--- src/rtl/hilo_regfile_if.sv ---
// rtl/hilo_regfile_if.sv - mul/div writeback, MT write and MF read bundle for the HI/LO unit
interface hilo_regfile_if #(
  parameter int CNT_W = 3
);
  logic             issue_valid;
  logic             issue_ready;
  logic             wb_valid;
  logic [31:0]      wb_hi;
  logic [31:0]      wb_lo;
  logic             mt_valid;
  logic             mt_sel;
  logic [31:0]      mt_data;
  logic             mt_ready;
  logic             rd_valid;
  logic             rd_sel;
  logic             rd_ready;
  logic [31:0]      rd_data;
  logic [31:0]      hi_q;
  logic [31:0]      lo_q;
  logic [CNT_W-1:0] pending;
  logic             err_underflow;

  modport master (
    output issue_valid, wb_valid, wb_hi, wb_lo,
    output mt_valid, mt_sel, mt_data, rd_valid, rd_sel,
    input  issue_ready, mt_ready, rd_ready, rd_data,
    input  hi_q, lo_q, pending, err_underflow
  );

  modport slave (
    input  issue_valid, wb_valid, wb_hi, wb_lo,
    input  mt_valid, mt_sel, mt_data, rd_valid, rd_sel,
    output issue_ready, mt_ready, rd_ready, rd_data,
    output hi_q, lo_q, pending, err_underflow
  );
endinterface

--- src/rtl/hilo_regfile.sv ---
// rtl/hilo_regfile.sv - HI/LO register unit with in-order mul/div writeback, MT writes and forwarded MF reads
module hilo_regfile #(
  parameter int MAX_PENDING = 4,
  parameter int CNT_W       = 3
) (
  input  logic          clk,
  input  logic          rst_n,
  hilo_regfile_if.slave bus
);

  logic [31:0]      hi_r;
  logic [31:0]      lo_r;
  logic [CNT_W-1:0] pending_r;
  logic             err_r;

  logic             issue_ready_c;
  logic             issue_acc;
  logic             wb_eff;
  logic             wb_orphan;
  logic             mt_acc;
  logic             rd_ready_c;
  logic [31:0]      rd_data_c;
  logic [CNT_W-1:0] issue_inc;
  logic [CNT_W-1:0] wb_dec;
  logic [CNT_W-1:0] pending_next;

  assign issue_ready_c = (pending_r < CNT_W'(MAX_PENDING));
  assign issue_acc     = bus.issue_valid & issue_ready_c;
  assign wb_eff        = bus.wb_valid & (pending_r != '0);
  // A writeback with nothing outstanding is dropped and only flagged.
  assign wb_orphan     = bus.wb_valid & (pending_r == '0);
  // MT waits for an empty pipe and no younger mul/div entering, keeping program order.
  assign mt_acc        = bus.mt_valid & (pending_r == '0) & ~bus.issue_valid;

  assign issue_inc    = {{(CNT_W-1){1'b0}}, issue_acc};
  assign wb_dec       = {{(CNT_W-1){1'b0}}, wb_eff};
  assign pending_next = pending_r + issue_inc - wb_dec;

  assign rd_ready_c = bus.rd_valid &
                      ((pending_r == '0) |
                       ((pending_r == CNT_W'(1)) & bus.wb_valid & ~bus.issue_valid));

  always_comb begin
    rd_data_c = '0;
    if (rd_ready_c) begin
      if (wb_eff) begin
        rd_data_c = bus.rd_sel ? bus.wb_hi : bus.wb_lo;
      end else if (mt_acc && (bus.mt_sel == bus.rd_sel)) begin
        rd_data_c = bus.mt_data;
      end else begin
        rd_data_c = bus.rd_sel ? hi_r : lo_r;
      end
    end
  end

  always_ff @(posedge clk) begin
    if (!rst_n) begin
      hi_r      <= '0;
      lo_r      <= '0;
      pending_r <= '0;
      err_r     <= 1'b0;
    end else begin
      pending_r <= pending_next;
      if (wb_orphan) begin
        err_r <= 1'b1;
      end
      if (wb_eff) begin
        hi_r <= bus.wb_hi;
        lo_r <= bus.wb_lo;
      end else if (mt_acc) begin
        if (bus.mt_sel) begin
          hi_r <= bus.mt_data;
        end else begin
          lo_r <= bus.mt_data;
        end
      end
    end
  end

  assign bus.issue_ready   = issue_ready_c;
  assign bus.mt_ready      = mt_acc;
  assign bus.rd_ready      = rd_ready_c;
  assign bus.rd_data       = rd_data_c;
  assign bus.hi_q          = hi_r;
  assign bus.lo_q          = lo_r;
  assign bus.pending       = pending_r;
  assign bus.err_underflow = err_r;

endmodule

--- src/flat_wrapper.sv ---
// flat-port wrapper written by rule: the top's interface ports become plain ports
module hilo_regfile_flat 
#(
  parameter int MAX_PENDING = 4,
  parameter int CNT_W       = 3
)
  (clk, rst_n, bus_issue_valid, bus_wb_valid, bus_wb_hi, bus_wb_lo, bus_mt_valid, bus_mt_sel, bus_mt_data, bus_rd_valid, bus_rd_sel, bus_issue_ready, bus_mt_ready, bus_rd_ready, bus_rd_data, bus_hi_q, bus_lo_q, bus_pending, bus_err_underflow);
  hilo_regfile_if #(.CNT_W(CNT_W)) bus_i ();
  input  logic clk;
  input  logic rst_n;
  input wire logic [$bits(bus_i.issue_valid)-1:0] bus_issue_valid;
  input wire logic [$bits(bus_i.wb_valid)-1:0] bus_wb_valid;
  input wire logic [$bits(bus_i.wb_hi)-1:0] bus_wb_hi;
  input wire logic [$bits(bus_i.wb_lo)-1:0] bus_wb_lo;
  input wire logic [$bits(bus_i.mt_valid)-1:0] bus_mt_valid;
  input wire logic [$bits(bus_i.mt_sel)-1:0] bus_mt_sel;
  input wire logic [$bits(bus_i.mt_data)-1:0] bus_mt_data;
  input wire logic [$bits(bus_i.rd_valid)-1:0] bus_rd_valid;
  input wire logic [$bits(bus_i.rd_sel)-1:0] bus_rd_sel;
  output wire logic [$bits(bus_i.issue_ready)-1:0] bus_issue_ready;
  output wire logic [$bits(bus_i.mt_ready)-1:0] bus_mt_ready;
  output wire logic [$bits(bus_i.rd_ready)-1:0] bus_rd_ready;
  output wire logic [$bits(bus_i.rd_data)-1:0] bus_rd_data;
  output wire logic [$bits(bus_i.hi_q)-1:0] bus_hi_q;
  output wire logic [$bits(bus_i.lo_q)-1:0] bus_lo_q;
  output wire logic [$bits(bus_i.pending)-1:0] bus_pending;
  output wire logic [$bits(bus_i.err_underflow)-1:0] bus_err_underflow;
  assign bus_i.issue_valid = bus_issue_valid;
  assign bus_i.wb_valid = bus_wb_valid;
  assign bus_i.wb_hi = bus_wb_hi;
  assign bus_i.wb_lo = bus_wb_lo;
  assign bus_i.mt_valid = bus_mt_valid;
  assign bus_i.mt_sel = bus_mt_sel;
  assign bus_i.mt_data = bus_mt_data;
  assign bus_i.rd_valid = bus_rd_valid;
  assign bus_i.rd_sel = bus_rd_sel;
  assign bus_issue_ready = bus_i.issue_ready;
  assign bus_mt_ready = bus_i.mt_ready;
  assign bus_rd_ready = bus_i.rd_ready;
  assign bus_rd_data = bus_i.rd_data;
  assign bus_hi_q = bus_i.hi_q;
  assign bus_lo_q = bus_i.lo_q;
  assign bus_pending = bus_i.pending;
  assign bus_err_underflow = bus_i.err_underflow;
  hilo_regfile #(.MAX_PENDING(MAX_PENDING), .CNT_W(CNT_W)) u_core (.clk(clk), .rst_n(rst_n), .bus(bus_i));
endmodule
--- config.mk ---
export PLATFORM = sky130hd
export DESIGN_NAME = hilo_regfile_flat
export DESIGN_NICKNAME = d
export VERILOG_FILES = /design/src/rtl/hilo_regfile_if.sv /design/src/rtl/hilo_regfile.sv /design/src/flat_wrapper.sv
export SDC_FILE = /design/constraint.sdc
export NUM_CORES = 1
export LEC_CHECK = 0
export BUFFER_PORTS_ARGS = -buffer_cell sky130_fd_sc_hd__buf_2
export CAP_MARGIN = 20
export CORE_MARGIN = 2
export CORE_UTILIZATION = 49
export DETAILED_ROUTE_END_ITERATION = 8
export PLACE_DENSITY = 0.81
export SLEW_MARGIN = 20
export SYNTH_ARGS = -nofsm -noshare
export SYNTH_HDL_FRONTEND = slang
export SYNTH_SLANG_ARGS = --single-unit
--- constraint.sdc ---
create_clock -name clk -period 3.6 [get_ports clk]
set_input_delay 0.36 -clock clk [delete_from_list [all_inputs] [get_ports clk]]
set_output_delay 0.36 -clock clk [all_outputs]
set_load 0.03 [all_outputs]
==> summary.md <==
| Metric | Value |
|---|---|
| Final setup TNS | `0 ns` |
| CTS max path bufs | `2` |
| Max IR drop VDD | `0.000402 V` |
| CTS tree | `built` |
| Tcrit/Tclk final | `0.776` |
| GRT Util Overall | `0.317` |
| Most frequent cell after synthesis | `o21ai_0` |
| Critical path arrival | `2.43 ns` |
| Vias in the first global route | `5876` |
| Area growth syn-to-layout | `24.9%` |
| Worst-Margin Slew | `1.09 ns` |
| Post CTS Setup Buffer Count | `0` |
| Pwr Density | `690 nW/um^2` |
| Fillers | `917` |
| Synth area leaders | `dfxtp_1 27%, mux2_2 15%, o21ai_0 13%, a21oi_1 6.0%, nor4b_1 5.5%` |
| DR vias | `6169` |
| Clock skew after layout | `0.0127 ns` |
| CTS sink count | `68` |
| Placer congestion estimate | `0.902` |
| DRC | `0` |
| Finish-stage setup viols | `0` |
| Flip-flop and latch area | `1360 sq um` |
| Num CTS Buffers | `9` |
| Initial Utilization | `0.506` |
| Dpl hpwl | `11.9 mm` |
| Final hold vios | `0` |
| H-tree depth | `3` |
| Max Clock Freq | `358 MHz` |
| # IOs | `207` |
| Startpoint types | `register` |
| Seq cells post-synth | `68` |
| Post-CTS Resized | `0` |
| Req. time, crit path | `3.24 ns` |
| Worst Slack Setup Final | `0.806 ns` |
| Number of port buffers | `206` |
| Tmin final | `2.79 ns` |
| Reg2Reg Setup Slack | `1.14 ns` |
| Chip Width | `105 microns` |
| ANT cells | `0` |
| First-pass GRT wire length | `28.8 mm` |
| Detailed Route WL | `18.2 mm` |
| Cells after synthesis | `668` |
| Multi-input logic area | `3280 sq um` |
| RSZ-0062 raised after global routing | `no` |
| Initial DRC count | `486` |
| Yosys top cell area share | `0.274` |
| Vias/cell | `6.47` |
| Slew headroom | `0.274` |
| Nature of the critical path endpoint | `output port` |
| Initial antenna violation count | `0` |
| Ratio of cells with drive above 1 in the final layout | `0.380` |
| Hold Path Class | `in -> reg` |
| Grt total ovfl | `0` |
| Distinct cells, synth | `35` |
| Ys Warns | `0` |
| Syn Nets | `775` |
| Synth Flop Type | `dfxtp_1` |
| Synth async-reset ratio | `0` |
| Clk_lat worst skew | `0.35 ns` |
| Seq/Total Area, Yosys | `0.274` |
| DR WL/cell | `19.1 microns` |
| Pre-CTS WS | `1.04 ns` |
| Status | `completed` |
| Leakage power | `2.49 nW` |
| Post-Syn Area per Cell | `7.43 sq um` |
| Final #Nets | `922` |
| Clock slew at reported path FFs | `0.09 ns` |
| Count of pins over their slew limit | `0` |
| Synth area leader | `dfxtp_1` |
| Post-Syn Area | `4970 sq um` |
| Largest net degree at the start of global routing | `99` |
| CP max FO | `38` |
| Core Box Area | `9820 sq um` |
| Setup CP Type | `reg -> out` |
| Row cnt | `36` |
| Synth cell count leaders | `129 x o21ai_0, 68 x dfxtp_1, 66 x clkbuf_1` |
| Number of synthesized flops with an enable pin | `0` |
| Die area | `11000 sq um` |
| Die Y | `105 microns` |
| MaxCap Viol Count | `0` |
| Root Buffer | `clkbuf_8` |
| Post-CTS Hold Buffers | `0` |
| Post-route ant nets | `0` |
| TritonRoute pass-1 iters | `6` |
[where the power goes]
group,internal [mW],switching [mW],total (mW)
combinational,0.728,1.58,2.31
clock,0.390,0.308,0.699
sequential,0.990,0.284,1.27
total,2.11,2.17,4.28
[final cells by class]
cell class / instances / area share
Inverter: 7 / 0.00424
Multi-Input combinational cell: 507 / 0.529
Clock inverter: 6 / 0.0143
Sequential cell: 68 / 0.220
Timing Repair Buffer: 222 / 0.186
Tap cell: 133 / 0.0268
Clock buffer: 10 / 0.0206
[state kept, by name, summed over array words and instances (netlist names)]
name	count
u_core.bus.hi_q	32
u_core.bus.lo_q	32
u_core.bus.err_underflow	1
u_core.bus.pending	3
[routing by layer]
layer | part of all wire | track usage | vias to the layer above
met3 | 0.098 | 0.0462 | 53
li1 | - | - | 2796
met5 | 0 | 0 | -
met2 | 0.48 | 0.542 | 397
met1 | 0.39 | 0.404 | 2923
met4 | 0.028 | 0.123 | 0
[worst paths after layout]
path / start / end / cells past startpoint
max: u_core.bus.pending[1] / bus_rd_data[3] / 6
min: bus_wb_hi[28] / u_core.bus.hi_q[28] / 3
max reg2reg: u_core.bus.pending[0] / u_core.bus.pending[2] / 8
min reg2reg: u_core.bus.err_underflow / u_core.bus.err_underflow / 1
[placed cells by master, fill, tap and decap left out, types with 2 or more instances in the layout]
cell type   Yosys  final
bufinv_16       0      2
nor4b_1        31     30
dfxtp_2         0      2
o211ai_1       32     32
ha_1            2      2
nand3_1        34     34
nor2b_2         0      2
a21oi_1        60     60
dfxtp_1        68     66
buf_2           8    206
clkbuf_8        0      9
inv_1           7      7
buf_4           0     16
clkinvlp_4      0      2
nand4_1        32     32
a31oi_1        34     34
o21ai_0       129    129
mux2_2         64     64
xnor2_1         3      2
and2_1          4      4
nand2_1        63     63
[critical path, stage by stage (launching register included)]
cell,delay (ns)
dfxtp_2,0.49
buf_4,0.29
nor4b_2,0.32
buf_4,0.40
nand2_1,0.10
o211ai_1,0.23
buf_2,0.25
[cell families after synthesis]
logic type      Yosys count  synth area share
compound gates          257             0.286
simple gates            180             0.205
buf+inv                  93            0.0753
flops                    68             0.274
mux                      64             0.145
xor+xnor                  3           0.00529
fa+ha+maj                 3           0.00907
[per-stage QoR]
step | util | std cells | cell area (sq um) | hold WS, ns | total power, mW
after detailed placement | 0.610 | 937 | 5990 | 0.454 | 3.57
after global routing | 0.632 | 953 | 6200 | 0.325 | 4.53
final | 0.632 | 953 | 6200 | 0.316 | 4.28
after CTS | 0.632 | 953 | 6200 | 0.304 | 4.26
after floorplan | - | 668 | 4970 | 0.526 | 2.88
after global placement | 0.610 | 937 | 5990 | 0.448 | 3.49
(Power assumes the default switching activity.)
